==> src/rtl/seq_event_logger.sv <==
// Timestamped match logger: stamps each detector pulse with a free-running cycle count
// and queues it in a first-word-fall-through FIFO drained over a valid/ready port.
module seq_event_logger #(
    parameter int TS_W  = 16,
    parameter int DEPTH = 8,
    parameter int CNT_W = 8
) (
    input  logic                     clk,
    input  logic                     reset,
    input  logic                     det,
    input  logic                     clr,
    output logic                     ev_valid,
    output logic [TS_W-1:0]          ev_ts,
    input  logic                     ev_ready,
    output logic [CNT_W-1:0]         ev_count,
    output logic                     overflow,
    output logic [$clog2(DEPTH):0]   level
);

    localparam int PTR_W = $clog2(DEPTH);
    localparam int LVL_W = PTR_W + 1;

    localparam logic [TS_W-1:0]  TS_ONE   = 1;
    localparam logic [PTR_W-1:0] PTR_ONE  = 1;
    localparam logic [LVL_W-1:0] LVL_ONE  = 1;
    localparam logic [LVL_W-1:0] LVL_FULL = LVL_W'(DEPTH);
    localparam logic [CNT_W-1:0] CNT_ONE  = 1;
    localparam logic [CNT_W-1:0] CNT_MAX  = '1;

    logic [TS_W-1:0]  ts_q,     ts_d;
    logic [PTR_W-1:0] wr_ptr_q, wr_ptr_d;
    logic [PTR_W-1:0] rd_ptr_q, rd_ptr_d;
    logic [LVL_W-1:0] level_q,  level_d;
    logic [CNT_W-1:0] count_q,  count_d;
    logic             ovf_q,    ovf_d;
    logic             valid_q,  valid_d;
    logic [TS_W-1:0]  head_q,   head_d;
    logic [TS_W-1:0]  mem_q [DEPTH];

    logic pop;
    logic full;
    logic do_push;

    always_comb begin
        pop     = valid_q && ev_ready;
        full    = (level_q == LVL_FULL);
        // A pop in the same cycle frees the slot, so a full FIFO still accepts the push.
        do_push = det && (!full || pop);

        ts_d     = ts_q + TS_ONE;
        wr_ptr_d = wr_ptr_q;
        rd_ptr_d = rd_ptr_q;
        level_d  = level_q;
        count_d  = count_q;
        ovf_d    = ovf_q;

        if (clr) begin
            ts_d     = '0;
            wr_ptr_d = '0;
            rd_ptr_d = '0;
            level_d  = '0;
            count_d  = '0;
            ovf_d    = 1'b0;
        end else begin
            if (do_push) begin
                wr_ptr_d = wr_ptr_q + PTR_ONE;
            end
            if (pop) begin
                rd_ptr_d = rd_ptr_q + PTR_ONE;
            end
            if (do_push && !pop) begin
                level_d = level_q + LVL_ONE;
            end else if (!do_push && pop) begin
                level_d = level_q - LVL_ONE;
            end
            if (det && (count_q != CNT_MAX)) begin
                count_d = count_q + CNT_ONE;
            end
            if (det && !do_push) begin
                ovf_d = 1'b1;
            end
        end

        // Head is precomputed so ev_ts comes straight from a flop; the new entry is the
        // head only when it lands in an otherwise empty FIFO.
        valid_d = (level_d != '0);
        head_d  = '0;
        if (valid_d) begin
            if (do_push && (rd_ptr_d == wr_ptr_q)) begin
                head_d = ts_q;
            end else begin
                head_d = mem_q[rd_ptr_d];
            end
        end
    end

    always_ff @(posedge clk or posedge reset) begin
        if (reset) begin
            ts_q     <= '0;
            wr_ptr_q <= '0;
            rd_ptr_q <= '0;
            level_q  <= '0;
            count_q  <= '0;
            ovf_q    <= 1'b0;
            valid_q  <= 1'b0;
            head_q   <= '0;
        end else begin
            ts_q     <= ts_d;
            wr_ptr_q <= wr_ptr_d;
            rd_ptr_q <= rd_ptr_d;
            level_q  <= level_d;
            count_q  <= count_d;
            ovf_q    <= ovf_d;
            valid_q  <= valid_d;
            head_q   <= head_d;
        end
    end

    always_ff @(posedge clk) begin
        if (!clr && do_push) begin
            mem_q[wr_ptr_q] <= ts_q;
        end
    end

    assign ev_valid = valid_q;
    assign ev_ts    = head_q;
    assign ev_count = count_q;
    assign overflow = ovf_q;
    assign level    = level_q;

endmodule

==> config.mk <==
export PLATFORM = sky130hd
export DESIGN_NAME = seq_event_logger
export DESIGN_NICKNAME = d
export VERILOG_FILES = /design/src/rtl/seq_event_logger.sv
export SDC_FILE = /design/constraint.sdc
export NUM_CORES = 1
export LEC_CHECK = 0
export ABC_AREA = 1
export CAP_MARGIN = 0
export CORE_MARGIN = 2
export CORE_UTILIZATION = 50
export CTS_CLUSTER_SIZE = 16
export DETAILED_ROUTE_END_ITERATION = 12
export GPL_ROUTABILITY_DRIVEN = 1
export HOLD_SLACK_MARGIN = 0.08
export PLACE_DENSITY = 0.68
export SYNTH_ARGS = -nofsm -noshare
export SYNTH_HDL_FRONTEND = slang
export SYNTH_SLANG_ARGS = --single-unit
==> constraint.sdc <==
create_clock -name clk -period 7.75 [get_ports clk]
set_clock_uncertainty 0.15 [all_clocks]
set_input_delay 2.325 -clock clk [delete_from_list [all_inputs] [get_ports clk]]
set_output_delay 2.325 -clock clk [all_outputs]
set_load 0.1 [all_outputs]
==> flow_metrics.py <==
metrics = {
    "timing": {
        "max_slew_margin_pct": 25.9,
        "timing.final.hold_violations": 0,
        "timing.final.crit_share_pct": 74.0,
        "worst_pin_slew_ns": 1.11,
        "timing_max_transition_violations_final": 0,
        "post-route-min-period_ns": 5.74,
        "max_freq_mhz": 174,
        "setup_total_negative_slack_ns": 0,
        "unrepaired_setup_endpoints_after_global_routing": "no",
        "final_setup_vio_count": 0,
    },
    "route": {
        "drt.antenna.violating_nets": 0,
        "route.detailed.vias_per_inst": 5.68,
        "drt_iter0_drc": 589,
        "wl_per_cell_um": 18.2,
        "drcViolationCount": 0,
        "wirelength_um": 18900,
        "vias": 5894,
        "drt_pre_antenna_iters": 7,
    },
    "grt": {
        "grtUsageMet3_pct": 5.25,
        "largest_net_degree_at_the_start_of_global_routing": 75,
        "globalRouteTotalUtil_pct": 23.7,
        "antenna_found_initial": 0,
        "global_route.peak_usage_layer": "met2",
        "gr-usage-met2_pct": 39.5,
        "via_count_of_the_first_global_routing_pass": 5693,
        "global_route_overflow": 0,
        "grt_pass1_wl_um": 29800,
        "grt.met1_usage_pct": 30.0,
    },
    "clock_tree": {
        "cts_root_buf": "clkbuf_16",
        "cts_hold_buf": 0,
        "htree_levels": 4,
        "cts_buffer_depth": 2,
        "cts_setup_buffers": 0,
        "cts_made_buffers": 17,
        "clk_latency_ns": 0.43,
        "numClockSinks": 180,
        "cts_repair_resize_count": 0,
        "cts_tree": "built",
        "clkSlewWorstSetupHoldPaths_ns": 0.07,
    },
    "yosys": {
        "synth.yosys.warnings": 0,
        "post_synthesis_cell_count": 783,
        "synth_cell_types": 30,
        "synthFlopType": "edfxtp_1",
        "postSynthAreaPerCell_sq_um": 10.1,
        "async_flop_share_pct": 28.9,
        "seq_area_frac_synth_pct": 64.7,
        "synth-seq-cells": 180,
        "post_synth_instance_area_sq_um": 7950,
        "number_of_enable_type_register_cells_in_the_synthesized_netlist": 128,
        "synthesis.nets": 794,
    },
    "die": {
        "placement_rows": 46,
        "fp.dieW_um": 130,
        "io-pin-count": 35,
        "fp.dieArea_sq_um": 16900,
        "floorplan.die.height_um": 130,
        "design.core.area_sq_um": 15700,
        "initial_core_util_pct": 50.6,
    },
    "final_layout": {
        "final_cells": 1037,
        "layout_commonest_cell": "nand2_1",
        "n_antenna_cell": 0,
        "design.final.nets": 819,
        "post_route_cells_drive_above_1_share_pct": 6.94,
        "syn2layout_area_growth_pct": 13.5,
        "most_frequent_cells_in_the_layout": "160 x nand2_1, 128 x edfxtp_1, 98 x nand3_1",
        "num-fill-cells": 1343,
    },
    "setup_path": {
        "path_class": "input port to register",
        "maximum_fanout_count_along_the_critical_path": 74,
        "cp.required_ns": 7.92,
        "crit_path_start_kind": "input port",
        "crit_arrival_ns": 5.91,
        "end_kind": "register",
    },
    "run": {
        "cap_violations": 0,
    },
    "place": {
        "placement.io_buffers": 34,
        "post-place-cells": 1005,
        "gp_routability_congestion": 0.852,
        "dp.final_hpwl_um": 11300,
    },
    "power": {
        "total_leakage_power_nw": 3.75,
        "maximum_vdd_drop_mv": 0.182,
        "p_per_area_nw_per_um2": 313,
    },
    "outcome": {
        "status": "finished clean",
    },
    "min_path": {
        "hold_path.class": "register to register",
    },
}
==> routing by layer <==
layer / part of all wire [%] / up-vias
li1: - / 2752
met1: 42 / 2858
met2: 49 / 235
met3: 6.5 / 49
met4: 2.9 / 0
met5: 0 / -
==> path summary, 6_finish.rpt <==
path,start,to,slack (ns),cells after the start
setup / recovery,clr,ev_ts[5],2.01,10
hold / removal,ev_count[3],ev_count[3],0.38,1
setup reg to reg,ev_valid,ev_ts[9],4.19,8
hold reg to reg,ev_count[3],ev_count[3],0.38,1
max in group asynchronous,reset,ev_ts[15],4.72,3
min in group asynchronous,reset,ev_count[5],2.27,3
==> cells in the mapped netlist, drive strengths merged (5+ instances only) <==
cell / count / area share (%)
nand4: 59 / 4.6
nand2: 161 / 7.6
inv: 68 / 3.2
clkbuf: 17 / 0.82
xor2: 5 / 0.55
ha: 6 / 0.94
nor3: 7 / 0.44
a21oi: 29 / 1.8
nand3: 104 / 6.9
buf: 25 / 1.8
edfxtp: 128 / 48
o21ai: 28 / 1.8
dfrtp: 52 / 16
nor2: 87 / 4.2
==> power breakdown <==
group	leakage, nW	total (W)	switching [W]	internal (W)
registers	1.91	0.00114	0.0000498	0.00109
logic	1.57	0.000867	0.000666	0.000201
clock network	0.268	0.000810	0.000360	0.000450
total	3.75	0.00282	0.00108	0.00174
==> cell families after synthesis <==
family                   after synthesis  synth area share [%]
AND/OR/NAND/NOR                      420                  23.9
AO/OA/AOI/OAI                         60                  3.86
buffers and inverters                111                  5.84
XOR/XNOR                               6                 0.661
flip-flops                           180                  64.7
adder cells (fa/ha/maj)                6                 0.945
==> metrics by stage <==
step	hold slack, ns	total power [W]	util (%)	area (sq um)	setup slack [ns]
2_1_floorplan	0.390	0.00182	-	7950	3.47
3_3_place_gp	0.355	0.00201	53.9	8460	1.70
3_5_place_dp	0.365	0.00203	53.9	8460	1.66
4_1_cts	0.380	0.00283	57.4	9020	2.07
5_1_grt	0.394	0.00293	57.4	9020	1.73
6_report	0.376	0.00282	57.4	9020	2.01
==> worst max-delay path: stages <==
cell and delay (ns):
clkdlybuf4s50_1 0.74, inv_2 0.18, buf_4 0.65, nand3_2 0.56, nand2_1 0.19, nand2_1 0.42, nand3_2 0.53, nand2_1 0.10
nor2_1 0.14, nor2_1 0.06
==> registers in the layout, indices dropped and copies added (netlist names) <==
register and cells:
overflow 1, ev_count 8, rd_ptr_q 3, ev_ts 16, wr_ptr_q 3, level 4, mem_q 128, ts_q 16
ev_valid 1
==> cell type report <==
| class | count | area (sq um) | share of cell area [%] |
|---|---|---|---|
| timing repair buffer | 48 | 445 | 4.94 |
| inverter | 69 | 259 | 2.87 |
| tap | 216 | 270 | 3.00 |
| sequential | 180 | 5140 | 57.1 |
| clock inverter | 12 | 108 | 1.19 |
| clock buffer | 20 | 447 | 4.95 |
| multi-input combinational | 492 | 2340 | 26.0 |
(Power assumes the default switching activity.)
